--- config.mk ---
export PLATFORM = sky130hd
export DESIGN_NAME = controle_jogada_flat
export DESIGN_NICKNAME = d
export VERILOG_FILES = /design/src/rtl/controle_jogada_pkg.sv /design/src/rtl/controle_jogada_if.sv /design/src/rtl/controle_jogada_debounce_tecla.sv /design/src/rtl/controle_jogada.sv /design/src/flat_wrapper.sv
export SDC_FILE = /design/constraint.sdc
export NUM_CORES = 1
export LEC_CHECK = 0
export ABC_AREA = 1
export BUFFER_PORTS_ARGS = -buffer_cell sky130_fd_sc_hd__buf_4
export CAP_MARGIN = 30
export CORE_ASPECT_RATIO = 0.6
export CORE_MARGIN = 1.5
export CORE_UTILIZATION = 40
export DETAILED_ROUTE_END_ITERATION = 8
export HOLD_SLACK_MARGIN = 0.05
export SYNTH_ARGS = -nofsm -noshare
export SYNTH_HDL_FRONTEND = slang
export SYNTH_SLANG_ARGS = --single-unit
--- constraint.sdc ---
create_clock -name clk -period 2.5 [get_ports clk]
set_clock_uncertainty 0.2 [all_clocks]
set_input_delay 0.125 -clock clk [delete_from_list [all_inputs] [get_ports clk]]
set_output_delay 0.125 -clock clk [all_outputs]
set_load 0.005 [all_outputs]
--- src/rtl/controle_jogada_pkg.sv ---
// Shared move-state encoding for the move sequencer and the input-capture stage.
// The values are fixed because the capture stage decodes estadoJogo directly.
package controle_jogada_pkg;

  typedef enum logic [2:0] {
    LINHA  = 3'b000,
    COLUNA = 3'b001,
    VALOR  = 3'b011,
    GRAVA  = 3'b010,
    ERRO   = 3'b110,
    FIM    = 3'b111
  } estado_t;

  // True in the states where the player is entering row, column or value.
  function automatic logic eh_entrada(input logic [2:0] e);
    return (e == LINHA) || (e == COLUNA) || (e == VALOR);
  endfunction

endpackage

--- src/rtl/controle_jogada_if.sv ---
// Request/acknowledge handshake between the move sequencer and the board memory.
interface controle_jogada_if;
  logic pedidoGravacao;
  logic ackGravacao;
  logic celulaFixa;
  logic tabuleiroCompleto;

  modport master (
    output pedidoGravacao,
    input  ackGravacao,
    input  celulaFixa,
    input  tabuleiroCompleto
  );

  modport slave (
    input  pedidoGravacao,
    output ackGravacao,
    output celulaFixa,
    output tabuleiroCompleto
  );
endinterface

--- src/rtl/controle_jogada_debounce_tecla.sv ---
// Push-button conditioner: 2-flop synchroniser, stability counter and a
// one-cycle press pulse on each accepted 1->0 transition of the active-low key.
module debounce_tecla #(
  parameter int DEBOUNCE_CICLOS = 500000
) (
  input  logic clk,
  input  logic reset,
  input  logic tecla,
  output logic pressao
);

  localparam int CW = (DEBOUNCE_CICLOS > 1) ? $clog2(DEBOUNCE_CICLOS) : 1;
  localparam logic [CW-1:0] CONT_MAX = CW'(DEBOUNCE_CICLOS - 1);

  logic          sinc1_reg;
  logic          sinc2_reg;
  logic          nivel_reg;
  logic [CW-1:0] cont_reg;
  logic [1:0]    inic_reg;
  logic          armado_reg;

  logic diferente;
  logic estavel;

  assign diferente = (sinc2_reg != nivel_reg);
  assign estavel   = diferente && (cont_reg == CONT_MAX);
  // A key held through reset never arms, so its first accepted low is swallowed.
  assign pressao   = estavel && !sinc2_reg && armado_reg;

  always_ff @(posedge clk or posedge reset) begin
    if (reset) begin
      sinc1_reg  <= 1'b1;
      sinc2_reg  <= 1'b1;
      nivel_reg  <= 1'b1;
      cont_reg   <= '0;
      inic_reg   <= 2'd0;
      armado_reg <= 1'b0;
    end else begin
      sinc1_reg <= tecla;
      sinc2_reg <= sinc1_reg;
      if (inic_reg != 2'd2)
        inic_reg <= inic_reg + 2'd1;
      // Arm only once the synchroniser carries real samples showing the key released.
      if (inic_reg == 2'd2 && sinc2_reg)
        armado_reg <= 1'b1;
      if (!diferente) begin
        cont_reg <= '0;
      end else if (estavel) begin
        nivel_reg <= sinc2_reg;
        cont_reg  <= '0;
      end else begin
        cont_reg <= cont_reg + 1'b1;
      end
    end
  end

endmodule

--- src/rtl/controle_jogada.sv ---
// Sudoku move sequencer: debounces Enter/Cancel, walks row -> column -> value -> write,
// and hands the finished move to the board memory over a request/ack handshake.
module controle_jogada
  import controle_jogada_pkg::*;
#(
  parameter int DEBOUNCE_CICLOS = 500000,
  parameter int ERRO_CICLOS     = 50000000
) (
  input  logic                      clk,
  input  logic                      reset,
  input  logic                      keyEnterRaw,
  input  logic                      keyCancelaRaw,
  controle_jogada_if.master         mem,
  output logic [2:0]                estadoJogo,
  output logic                      keyEnter,
  output logic                      enableEntrada,
  output logic                      erroJogada,
  output logic                      fimJogo
);

  localparam int TW = (ERRO_CICLOS > 1) ? $clog2(ERRO_CICLOS) : 1;
  localparam logic [TW-1:0] ERRO_CARGA = TW'(ERRO_CICLOS - 1);

  logic          ev_enter;
  logic          ev_cancela;

  logic [2:0]    estado_reg;
  logic [2:0]    estado_next;
  logic [TW-1:0] timer_reg;
  logic          keyEnter_reg;
  logic          cancela_reg;
  logic          pedido_reg;
  logic          enable_reg;
  logic          erro_reg;
  logic          fim_reg;

  debounce_tecla #(.DEBOUNCE_CICLOS(DEBOUNCE_CICLOS)) u_deb_enter (
    .clk     (clk),
    .reset   (reset),
    .tecla   (keyEnterRaw),
    .pressao (ev_enter)
  );

  debounce_tecla #(.DEBOUNCE_CICLOS(DEBOUNCE_CICLOS)) u_deb_cancela (
    .clk     (clk),
    .reset   (reset),
    .tecla   (keyCancelaRaw),
    .pressao (ev_cancela)
  );

  // keyEnter_reg is already cleared when Cancel arrived together, so Cancel wins.
  always_comb begin
    estado_next = estado_reg;
    case (estado_reg)
      LINHA:  if (keyEnter_reg) estado_next = COLUNA;
      COLUNA: begin
        if (cancela_reg)       estado_next = LINHA;
        else if (keyEnter_reg) estado_next = VALOR;
      end
      VALOR: begin
        if (cancela_reg)       estado_next = LINHA;
        else if (keyEnter_reg) estado_next = GRAVA;
      end
      GRAVA: begin
        if (mem.ackGravacao) begin
          if (mem.celulaFixa)             estado_next = ERRO;
          else if (mem.tabuleiroCompleto) estado_next = FIM;
          else                            estado_next = LINHA;
        end
      end
      ERRO:    if (timer_reg == '0) estado_next = LINHA;
      FIM:     estado_next = FIM;
      default: estado_next = LINHA;
    endcase
  end

  always_ff @(posedge clk or posedge reset) begin
    if (reset) begin
      estado_reg   <= LINHA;
      timer_reg    <= '0;
      keyEnter_reg <= 1'b0;
      cancela_reg  <= 1'b0;
      pedido_reg   <= 1'b0;
      enable_reg   <= 1'b1;
      erro_reg     <= 1'b0;
      fim_reg      <= 1'b0;
    end else begin
      estado_reg   <= estado_next;
      keyEnter_reg <= ev_enter && !ev_cancela && eh_entrada(estado_reg);
      cancela_reg  <= ev_cancela;
      if (estado_next == ERRO && estado_reg != ERRO)
        timer_reg <= ERRO_CARGA;
      else if (estado_reg == ERRO && timer_reg != '0)
        timer_reg <= timer_reg - 1'b1;
      // Outputs are decoded from the next state so they align with estadoJogo.
      pedido_reg <= (estado_next == GRAVA);
      enable_reg <= eh_entrada(estado_next);
      erro_reg   <= (estado_next == ERRO);
      fim_reg    <= (estado_next == FIM);
    end
  end

  assign estadoJogo         = estado_reg;
  assign keyEnter           = keyEnter_reg;
  assign enableEntrada      = enable_reg;
  assign erroJogada         = erro_reg;
  assign fimJogo            = fim_reg;
  assign mem.pedidoGravacao = pedido_reg;

endmodule

--- src/flat_wrapper.sv ---
// flat-port wrapper written by rule: the top's interface ports become plain ports
module controle_jogada_flat import controle_jogada_pkg::*;
#(
  parameter int DEBOUNCE_CICLOS = 500000,
  parameter int ERRO_CICLOS     = 50000000
)
  (clk, reset, keyEnterRaw, keyCancelaRaw, estadoJogo, keyEnter, enableEntrada, erroJogada, fimJogo, mem_pedidoGravacao, mem_ackGravacao, mem_celulaFixa, mem_tabuleiroCompleto);
  controle_jogada_if mem_i ();
  input  logic clk;
  input  logic reset;
  input  logic keyEnterRaw;
  input  logic keyCancelaRaw;
  output logic [2:0] estadoJogo;
  output logic keyEnter;
  output logic enableEntrada;
  output logic erroJogada;
  output logic fimJogo;
  output wire logic [$bits(mem_i.pedidoGravacao)-1:0] mem_pedidoGravacao;
  input wire logic [$bits(mem_i.ackGravacao)-1:0] mem_ackGravacao;
  input wire logic [$bits(mem_i.celulaFixa)-1:0] mem_celulaFixa;
  input wire logic [$bits(mem_i.tabuleiroCompleto)-1:0] mem_tabuleiroCompleto;
  assign mem_pedidoGravacao = mem_i.pedidoGravacao;
  assign mem_i.ackGravacao = mem_ackGravacao;
  assign mem_i.celulaFixa = mem_celulaFixa;
  assign mem_i.tabuleiroCompleto = mem_tabuleiroCompleto;
  controle_jogada #(.DEBOUNCE_CICLOS(DEBOUNCE_CICLOS), .ERRO_CICLOS(ERRO_CICLOS)) u_core (.clk(clk), .reset(reset), .keyEnterRaw(keyEnterRaw), .keyCancelaRaw(keyCancelaRaw), .mem(mem_i), .estadoJogo(estadoJogo), .keyEnter(keyEnter), .enableEntrada(enableEntrada), .erroJogada(erroJogada), .fimJogo(fimJogo));
endmodule
Yosys cells after proc, flatten, opt, wreduce, memory -nomap -nowiden
Index checks and enable logic that the tools add are counted.
- $add $sub $neg: 5
- equality and inequality tests: 19
- mux-type cells: 16
- reduce and logical (&&, ||, !) cells: 26
- operators with widths (cell ; number):
    19-bit 2-to-1 mux ; 4
    26-bit 2-to-1 mux ; 2
    19-bit by 1-bit adder with 19-bit output (second input constant) ; 2
    19-bit equality test (second input constant) ; 2
    3-bit 2-to-1 mux ; 9
    26-bit logical NOT ; 1
    26-bit nonzero test ; 1
    26-bit by 1-bit subtractor with 26-bit output (second input constant) ; 1
    3-bit one-hot mux with 6 select lines ; 1
    3-bit by 2-bit equality test with 1-bit output (second input constant) ; 4
    3-bit equality test (second input constant) ; 4
    1-bit logical AND ; 12
    3-bit by 1-bit equality test with 1-bit output (second input constant) ; 2
    3-bit logical NOT ; 2
    2-bit by 1-bit adder with 2-bit output (second input constant) ; 2
    2-bit equality test (second input constant) ; 2
    1-bit logical OR ; 4
    2-bit inequality test (second input constant) ; 2
    2-bit AND reduction ; 2
    1-bit logical NOT ; 3
    3-bit inequality test (second input constant) ; 1
    1-bit inequality test ; 2
    2-bit nonzero test ; 1
- register bits: 85
- bits of input ports: 7
- logic and storage cells: 86

Logic depth before layout (Yosys ltp)
Gate-level depths: netlist of the first run.
- word-level depth: 7
- gate-level depth with buffers: 13
- mapped depth without buffers: 13

Cells and area by module
From an unflattened synthesis of the first run, not the netlist that was laid out.
- cells, all modules: 610
- area, all modules: 4782.1 sq um
- modules (own cells, without submodules) (module ; instances ; cells an instance ; area an instance (sq um) ; sequential area each (sq um)):
    debounce_tecla ; 2 ; 168 ; 1355.0 ; 629.4
    controle_jogada ; 1 ; 274 ; 2072.0 ; 877.1

Least setup slack after synthesis of the first run
Ideal clock, no wire load.
- path type: flip-flop to flip-flop
- start: register u_core.timer_reg[0]
- end: register u_core.timer_reg[12]
- setup time: 0.122 ns
- arrival time: 1.628 ns
- slack: 0.550 ns
- cell stages (with the launch flop): 11
- cells stage by stage: dfrtp_1 inv_1 ha_1 nand2_1 nor2_2 nand3_1 o21ai_4 nand3_2 nand4_4 buf_12 nand2_2
- word-level cells in the longest chain between the ends: 6
- ends and longest elaborated chain (element ; RTL line ; text):
    start: declaration ; controle_jogada.sv:29 ; logic [TW-1:0] timer_reg;
    start signal: assignment ; controle_jogada.sv:94 ; timer_reg <= timer_reg - 1'b1;
    26-bit logical NOT * ; controle_jogada.sv:71 ; ERRO: if (timer_reg == '0) estado_next = LINHA;
    3-bit 2-to-1 mux * ; controle_jogada.sv:71 ;
    3-bit one-hot mux with 6 select lines * ; controle_jogada.sv:54 ; case (estado_reg)
    via u_core.estado_next[1] ; controle_jogada.sv:28 ; logic [2:0] estado_next;
    3-bit equality test * ; controle_jogada.sv:91 ; if (estado_next == ERRO && estado_reg != ERRO)
    1-bit logical AND * ; controle_jogada.sv:91 ;
    26-bit 2-to-1 mux or 2-bit nonzero test (tied branches) ; -- ;
Mark *: on every way through the listed nets, which the timed path passes. The rest lies on a longest branch. The select of a mux whose other input is x is not followed.
A chain may end at the register's enable or synchronous reset.

Worst setup path after layout of the first run
- start: register u_core.estado_reg[0] (netlist: u_core.estadoJogo[0])
- end: register u_core.timer_reg[15]
- word-level cells in the longest chain between the ends: 6
- ends and longest elaborated chain (element ; RTL line ; text):
    start: declaration ; controle_jogada.sv:27 ; logic [2:0] estado_reg;
    start signal: assignment ; controle_jogada.sv:88 ; estado_reg <= estado_next;
    3-bit 2-to-1 mux (on tied branches) ; controle_jogada.sv:62, controle_jogada.sv:58 ;
    3-bit 2-to-1 mux (on tied branches) ; controle_jogada.sv:61, controle_jogada.sv:57 ;
    3-bit one-hot mux with 6 select lines ; controle_jogada.sv:54 ;
    3-bit equality test ; controle_jogada.sv:91 ;
    1-bit logical AND ; controle_jogada.sv:91 ;
    26-bit 2-to-1 mux or 2-bit nonzero test (tied branches) ; -- ;
Parallel ways exist; a longest one is shown, timed or not.

==> impl_summary.md, run 1 <==
Global route
For this run, the total global-route usage over all layers was measured as 17.7%. The largest net degree at the start of global routing is 76. The number of global-route vias before repair is 3315. The first global-routing pass estimated 16400 µm of wire. The initial antenna violation count is 0. Global routing finished with a remaining overflow of 0.

Route
After detailed routing, the number of vias per cell comes to 4.89. The post-detailed-routing wire length is 9410 µm. In this run the remaining antenna-violating nets after routing total 0. In this run, the number of DRC markers left after iteration 0 of detailed routing was 203. The first-pass detailed-route iteration total is 5. The number of vias after detailed routing is 3555. The remaining design rule violation count is 0. The final routed wire length divided by cell count is 12.9 µm.

Synth
The synthesized netlist devotes 30.7% of its cell area to simple gates. After Yosys synthesis, full adders, half adders and majority gates account for 1.41% of the synthesized area. The number of synthesized flops with an enable pin is 0. The post-synthesis share of cell area spent on xor and xnor gates is 5.57%.

dfrtp_1 takes more of the synthesized area than any other cell. Yosys attributes the largest share of cell area to dfrtp_1 (44%), nand2_1 (8.6%), nor2_1 (7.0%), inv_1 (6.4%), dfstp_2 (4.2%). The predominant post-synthesis flop cell is dfrtp_1. The instance count of the mapped netlist is 544. The synthesized netlist devotes 6.31% of its cell area to compound gates. After synthesis, the mean cell area works out to 8.13 µm². Counting flops and latches in the post-synthesis netlist gives 85. The number of distinct library cell variants in the gate-level netlist after synthesis is 36. For this run, the number of Yosys warnings is 0. The portion of netlist area occupied by mux cells is 0.226%. The number of nets handed over by synthesis was 556. The proportion of synthesized flip-flops having asynchronous set or reset is 100%. The dominant combinational cell family by area after synthesis is simple AND/OR/NAND/NOR gates.

The proportion of netlist area held by the largest area contributor is 44.1%. The mapped cell area is 0.00442 mm². The portion of the post-synthesis area used by sequential elements is 48.3%.

STA
Setup repair after global routing left no endpoint under its margin. The transition time at the pin with the least slew margin is 0.461 ns. After layout, the worst setup slack is 0.264 ns.

The total negative setup slack is 0 ns. The headroom to the max-slew limit is 69.1%. The final count of pins violating max slew is 0. After layout, the minimum clock period comes to 2.24 ns.

The count of endpoints failing hold in the final timing report is 0. Setup violations remaining at the end of the flow were counted as 0. The ratio of final minimum period to clock period is 89.4%. Based on the critical path, the design can be clocked at up to 447 MHz.

Die
The die covers 0.0117 mm². The initial utilization of the core area, before any placement, comes to 41.5%. The standard cell core area is 0.0107 mm². The die is 84.5 µm tall. The floorplan step set the die width to 139 µm.

In this run the core area contains 29 standard-cell rows. The count of boundary I/O pins is 15.

Place
The congestion estimate from routability-driven global placement came to 0.910. In this run the cell area measured after placement is 0.00472 mm². The number of buffer cells added on primary ports is 14. The HPWL after detailed placement is 6910 µm. The post-placement setup slack is 0.241 ns.

Layout
The fraction of layout instances using a drive strength above 1 is 15.0%. The number of fill cells in the layout is 1052. The area growth from synthesis to final layout is 16.8%.

The register with the most flip-flops in the layout has 26 of them. The repair_antennas step left the layout with diodes totalling 0. After routing the design area is 0.00517 mm². For this run, the post-layout net count is 595.

Outcome
The run finished with clean final reports.

CTS
The buffer depth of the longest clock path is 2. The buffer cell driving the clock tree root is clkbuf_16. The number of clock sinks is 85. The clock-pin slew on the worst setup and hold paths is 0.06 ns.

The H-tree was split into 3 levels. The count of cells resized by post-cts repair is 0. The number of buffers created by CTS is 9. TritonCTS built the clock tree. For the worst-skew pair, the clock arrives at the later sink with an insertion delay of 0.34 ns.

Worst setup path
In this run the register-to-register setup slack is 0.26 ns. The start of the worst register-to-register path is u_core.estadoJogo[0]. The timing startpoint of the critical path is u_core.estadoJogo[0]. The category of the critical setup timing path is reg2reg. For the worst setup path, the data arrival time is 2.27 ns. The startpoint type of the worst setup path is a flip-flop. For the worst setup path, the data required time is 2.53 ns. The largest driver fanout on the critical path is 6.

The kind of end point of the critical path is a flip-flop.

Power and ir drop
VDD sags by at most 0.372 mV. The total leakage power is 2.24 nW. Dividing total power by cell area gives a power density of 568 mW/mm².

Run
The tool flagged a number of max-cap violations equal to 0.

Min path
The type of the most critical hold path is in2async.
==> worst max-delay path: stages (launching register included) <==
cell     delay (ns)
dfrtp_1        0.42
inv_1          0.11
nand2_2        0.09
nor2_4         0.18
inv_1          0.17
nor2_2         0.29
nand2_1        0.22
nor2_1         0.23
nand3_1        0.09
nand2_1        0.09
nand2_2        0.04
==> what timing repair did <==
| item | 4_1_cts | 5_1_grt |
|---|---|---|
| endpoints found under the hold margin | 86 | 0 |
| setup buffers | 0 | 6 |
| hold buffers | 6 | 0 |
| setup endpoints to repair | 0 | 1 |
==> cells by family after synthesis <==
group | Yosys count
AND/OR/NAND/NOR | 294
flip-flops | 85
buffers and inverters | 83
AO/OA/AOI/OAI | 50
XOR/XNOR | 26
adder cells (fa/ha/maj) | 5
multiplexers | 1
==> placed cells by master (no fill, tap or decap), drive strengths merged <==
master       Yosys  routed
or2              2       2
nor2            96      96
nand2          114     114
clkinvlp         0       2
nor3b            4       4
o21ai           24      24
xor2            19      19
inv             81      80
and3             1       1
dfstp            7       7
nor3            19      19
clkinv           0       3
nand3           35      35
dlygate4sd3      0       6
o21bai           1       1
a31o             1       1
xnor2            7       7
dfrtp           78      78
nand3b           5       5
ha               5       5
mux2i            1       1
buf              2      24
nand4           16      16
a211oi           2       2
nor4             2       2
a21oi           21      21
bufinv           0       2
a21o             1       1
clkbuf           0      10
==> power by group <==
part / leakage (nW) / switching [mW] / total, mW / internal (mW)
Clock: 0.158 / 0.545 / 1.45 / 0.900
Combinational: 1.09 / 0.0561 / 0.0871 / 0.0310
Sequential: 0.991 / 0.0101 / 1.40 / 1.39
==> path summary, 6_finish.rpt <==
| path | end | cells past startpoint |
|---|---|---|
| max in group asynchronous | u_core.u_deb_cancela.sinc2_reg | 4 |
| max | u_core.timer_reg[15] | 10 |
| min reg2reg | u_core.u_deb_cancela.sinc2_reg | 0 |
| min | u_core.u_deb_enter.cont_reg[15] | 3 |
| min in group clk | u_core.u_deb_cancela.sinc2_reg | 0 |
| max reg2reg | u_core.timer_reg[15] | 10 |
==> cells in the mapped netlist, types with 2 or more instances <==
cell	count
o21ai_0	22
inv_1	76
ha_1	5
a211oi_1	2
or2_2	2
a21oi_1	20
nor3_1	19
nor3b_1	4
xor2_1	19
inv_2	5
nand2_2	13
nand3b_1	5
dfstp_2	7
nand2_1	101
dfrtp_1	78
xnor2_1	6
nand4_1	15
nand3_1	33
nor2_1	83
nor2_2	12
nor4_1	2
==> metrics by stage <==
| stage | hold WS, ns | utilization [%] | std cells | power, mW |
|---|---|---|---|---|
| 6_report | 0.0918 | 48.4 | 727 | 2.93 |
| 5_1_grt | 0.124 | 48.4 | 727 | 3.05 |
| 4_1_cts | 0.0869 | 47.9 | 721 | 2.98 |
| 3_5_place_dp | -0.102 | 44.3 | 699 | 1.51 |
| 3_3_place_gp | -0.105 | 44.3 | 699 | 1.51 |
| 2_1_floorplan | -0.0705 | - | 544 | 1.47 |
==> metal layers <==
metal | wire (µm) | global-route usage, % | up-vias | share of wire (%)
li1 | - | - | 1810 | -
met2 | 3810 | 24.6 | 80 | 41
met3 | 522 | 4.73 | 10 | 5.5
met4 | 133 | 6.06 | 0 | 1.4
met1 | 4940 | 26.4 | 1655 | 53
met5 | 0 | 0 | - | 0
==> layout make-up <==
type	instances	area, µm²	area share [%]
inverters	81	308	5.96
clock buffers	10	239	4.63
clock inverters	6	86.3	1.67
repair buffers	30	265	5.13
well taps	139	174	3.37
multi-input cells	376	1960	37.9
flip-flops and latches	85	2140	41.3
(Power assumes the default switching activity.)
==> inputs of run 2 (changes only) <==
--- a/config.mk
+++ b/config.mk
@@ -5,7 +5,6 @@
 export SDC_FILE = /design/constraint.sdc
 export NUM_CORES = 1
 export LEC_CHECK = 0
-export ABC_AREA = 1
 export BUFFER_PORTS_ARGS = -buffer_cell sky130_fd_sc_hd__buf_4
 export CAP_MARGIN = 30
 export CORE_ASPECT_RATIO = 0.6
==> impl_summary.md, run 2 <==
Global route
The number of global-route vias before repair was 2808. The total overflow left after global routing is 0. The overall fraction of global-route tracks in use is 17.0%.

The wire length of the first global-routing pass is 14200 µm. The largest net degree at the start of global routing is 42. The initial antenna violation count is 0.

STA
The final count of pins violating max slew was 0. The worst path in the final design needs a cycle of 2.50 ns, including I/O delays and setup. The upper clock frequency limit is 401 MHz. At the pin with the least slew margin, the transition time is 0.655 ns. Setup violations remaining at the end of the flow were counted as 0.

Setup repair after global routing could not meet its margin everywhere. In the finished design, the share of the clock period the worst path needs comes to 99.9%. Measured against its own limit, the worst slew margin works out to 56.3%. The count of endpoints failing hold in the final timing report is 0.

Power and ir drop
The cell internal power dissipation is 2.11 mW. The total leakage power is 1.96 nW. The switching power total is 0.577 mW. The switching part of the total is 21.5%. The maximum ir drop on the vdd rail is 0.359 mV. Power comes to 2.69 mW. The sequential fraction of design power is 52.1%.

The power density over the cells is 541 mW/mm². The clock network fraction of total power is 45.1%. The power share of the combinational group is 2.8%.

Min path
The type of the most critical hold path is in2reg. The startpoint identified for the worst hold timing path is mem_tabuleiroCompleto.

Layout
The flip-flop count of the largest register, all copies and words added is 26. After the last flow step, the layout net total stands at 464. The area of combinational cells with multiple inputs is 0.00190 mm².

0 antenna diodes ended up in the layout. Compared with the post-synthesis result, the final layout area differs by 21.3%. Counting the fill cells in the layout gives 925. Once layout is complete, the utilization of the core stands at 50.2%. Cells with a size suffix above 1 make up 23.0% of the layout. Leaving out fill and tap cells, the most frequent cells in the layout are dfrtp_1 (78), nor2_1 (64), buf_4 (41). The most common cell after layout, fill and taps aside is dfrtp_1. Registers take 0.00214 mm².

Worst setup path
By startpoint and endpoint, the worst setup path is classified as reg2reg. The top cell family by delay on the critical path is simple AND/OR/NAND/NOR gates. The startpoint type of the worst setup path is a flip-flop. The kind of end point of the critical path is a flip-flop.

The cell with the largest stage delay on the worst path is or4b_4. In this run the worst setup path begins at u_core.timer_reg[0]. In this run the critical register-to-register path is launched from u_core.timer_reg[0]. The critical path goes through inv_2 -> ha_4 -> or4b_4 -> or3_4 -> o31ai_4 -> buf_6 -> buf_6 -> or4_4 -> mux2i_1. The maximum single-stage delay on the critical path is 0.45 ns.

Data on the critical path arrives at its endpoint at 2.55 ns. The number of buffer and inverter instances along the worst setup path is 3. The largest driver fanout on the critical path is 6. The most numerous cell type found on the critical path is buf_6. The critical path required time is 2.55 ns.

CTS
TritonCTS created 9 clock buffers. The buffer cell driving the clock tree root is clkbuf_16. The number of clock sinks is 85. The CTS tree is yes. CTS built an H-tree with a depth of 3.

The worst-skew pair later-pin latency is 0.34 ns. The clock passes through at most 2 buffers. The clock-pin slew on the worst setup and hold paths is 0.06 ns.

Route
The first detailed-routing pass ran for 4 iterations. The post-detailed-routing wire length is 8360 µm. The detail route stage leaves a number of antenna-violating nets equal to 0. The average vias per placed instance is 5.03. The remaining design rule violation count is 0. The first routing iteration left 221 violations. The final routed wire length divided by cell count is 14.1 µm. Summing over every cut layer, the via total after detailed routing is 2978.

Place
The weighted congestion reported at the end of routability-driven placement is 0.824. The count of buffers added on input and output ports is 14. The HPWL after detailed placement is 5900 µm.

Die
The standard cell core area is 0.00991 mm². The count of boundary I/O pins is 15. The initial utilization of the core area, before any placement, comes to 41.4%.

Measured along the y axis, the die boundary spans 81.5 µm. The die covers 0.0109 mm². The width of the die is 134 µm. The row count is 28.

Outcome
The flow ran to the end, and the final reports show no timing, DRC or antenna violations.

Synth
Yosys attributes the largest share of cell area to dfrtp_1 (48%), nor2_1 (5.9%), xnor2_1 (4.9%), dfstp_2 (4.5%), xor2_1 (4.5%). The number of synthesized flops with an enable pin is 0. In the synthesized netlist the dominant register cell turns out to be dfrtp_1. After synthesis, the mean cell area works out to 10.3 µm². By count the netlist is led by dfrtp_1 (78), nor2_1 (64), nand3_1 (24). Yosys mapped the design onto 57 distinct sky130hd cell types. When the netlist entered floorplanning its net count stood at 412. The portion of the post-synthesis area used by sequential elements is 52.0%.

Yosys printed 0 warnings. The share of synthesized area in the top cell type comes to 47.6%. Counting flops and latches in the post-synthesis netlist gives 85. Counting flops with an async set or reset pin after synthesis yields a share of 100%. The mapped netlist covers 0.00410 mm². The largest total area in the synthesized netlist belongs to dfrtp_1.

The instance count of the mapped netlist is 400. The most frequently used cell type in the post-synthesis netlist is dfrtp_1.

Run
Max-cap violations in this run came to 0.
run 2: cell count changes after synthesis, sizes merged, moves of 6 or more:
cell / change
or4: +7
a21oi: -15
nand2: -91
nor2: -31
o211ai: +6
or3: +7
clkbuf: +7
nor3: -8
o21ai: -14
inv: -65
xnor2: +16
o31ai: +6
nand3: -11
run 2: power groups by stage:
stage,Combinational (mW),Clock [mW],Sequential [mW]
2_1_floorplan,0.0457,0,1.42
3_3_place_gp,0.0746,0,1.42
3_5_place_dp,0.0761,0,1.43
4_1_cts,0.0800,1.26,1.40
5_1_grt,0.0898,1.31,1.40
6_report,0.0762,1.21,1.40
run 2: area by class of cell:
| cell class | count | area share [%] |
|---|---|---|
| Clock inverter | 4 | 0.478 |
| Sequential cell | 85 | 42.9 |
| Multi-Input combinational cell | 288 | 38.2 |
| Inverter | 16 | 1.28 |
| Clock buffer | 12 | 4.95 |
| Tap cell | 135 | 3.39 |
| Timing Repair Buffer | 52 | 8.82 |
run 2: path summary, 6_finish.rpt:
kind,endpoint,depth (start not counted),slack [ns]
max,u_core.timer_reg[3],9,0.003
min,u_core.estadoJogo[0],4,0.13
max reg2reg,u_core.timer_reg[3],9,0.003
min reg2reg,u_core.u_deb_enter.sinc2_reg,0,0.15
max in group asynchronous,u_core.u_deb_enter.cont_reg[1],5,1.09
min in group asynchronous,u_core.u_deb_cancela.cont_reg[11],3,0.23
run 2: what timing repair did:
action,CTS,global route
buffers inserted,1,3
endpoints found under the hold margin,30,0
cloned,0,2
endpoints found under the setup margin,9,22
hold buffers,3,0
pin swaps,0,4
gates resized for setup,3,17
run 2: logic make-up after synthesis:
family | count (synthesis) | synth area share (%)
multiplexers | 7 | 1.77
buffers and inverters | 27 | 2.93
adder cells (fa/ha/maj) | 5 | 1.52
AND/OR/NAND/NOR | 189 | 24.3
flip-flops | 85 | 52.0
AO/OA/AOI/OAI | 43 | 8.08
XOR/XNOR | 44 | 9.39
run 2: stage by stage:
step / area, µm² / hold slack [ns] / setup WS [ns] / setup TNS, ns / cells
after floorplan: 4110 / -0.0705 / -0.0175 / -0.0379 / 400
after global placement: 4560 / 0.0353 / 0.0445 / 0 / 567
after detailed placement: 4560 / 0.0383 / -0.0504 / -0.218 / 567
after CTS: 4880 / 0.116 / 0.000322 / 0 / 587
after global routing: 4980 / 0.140 / -0.0850 / -0.488 / 592
final: 4980 / 0.126 / 0.00325 / 0 / 592
run 2: tightest hold or removal path, stage by stage:
cell,delay [ns]
buf_4,0.12
nand2b_1,0.07
o221a_2,0.21
nor2_1,0.09
run 2: routing by layer:
| metal | share of wire [%] | track usage [%] |
|---|---|---|
| met5 | 0 | 0 |
| met4 | 0.35 | 5.76 |
| met3 | 3.3 | 4.26 |
| met2 | 42 | 23.2 |
| met1 | 54 | 25.8 |
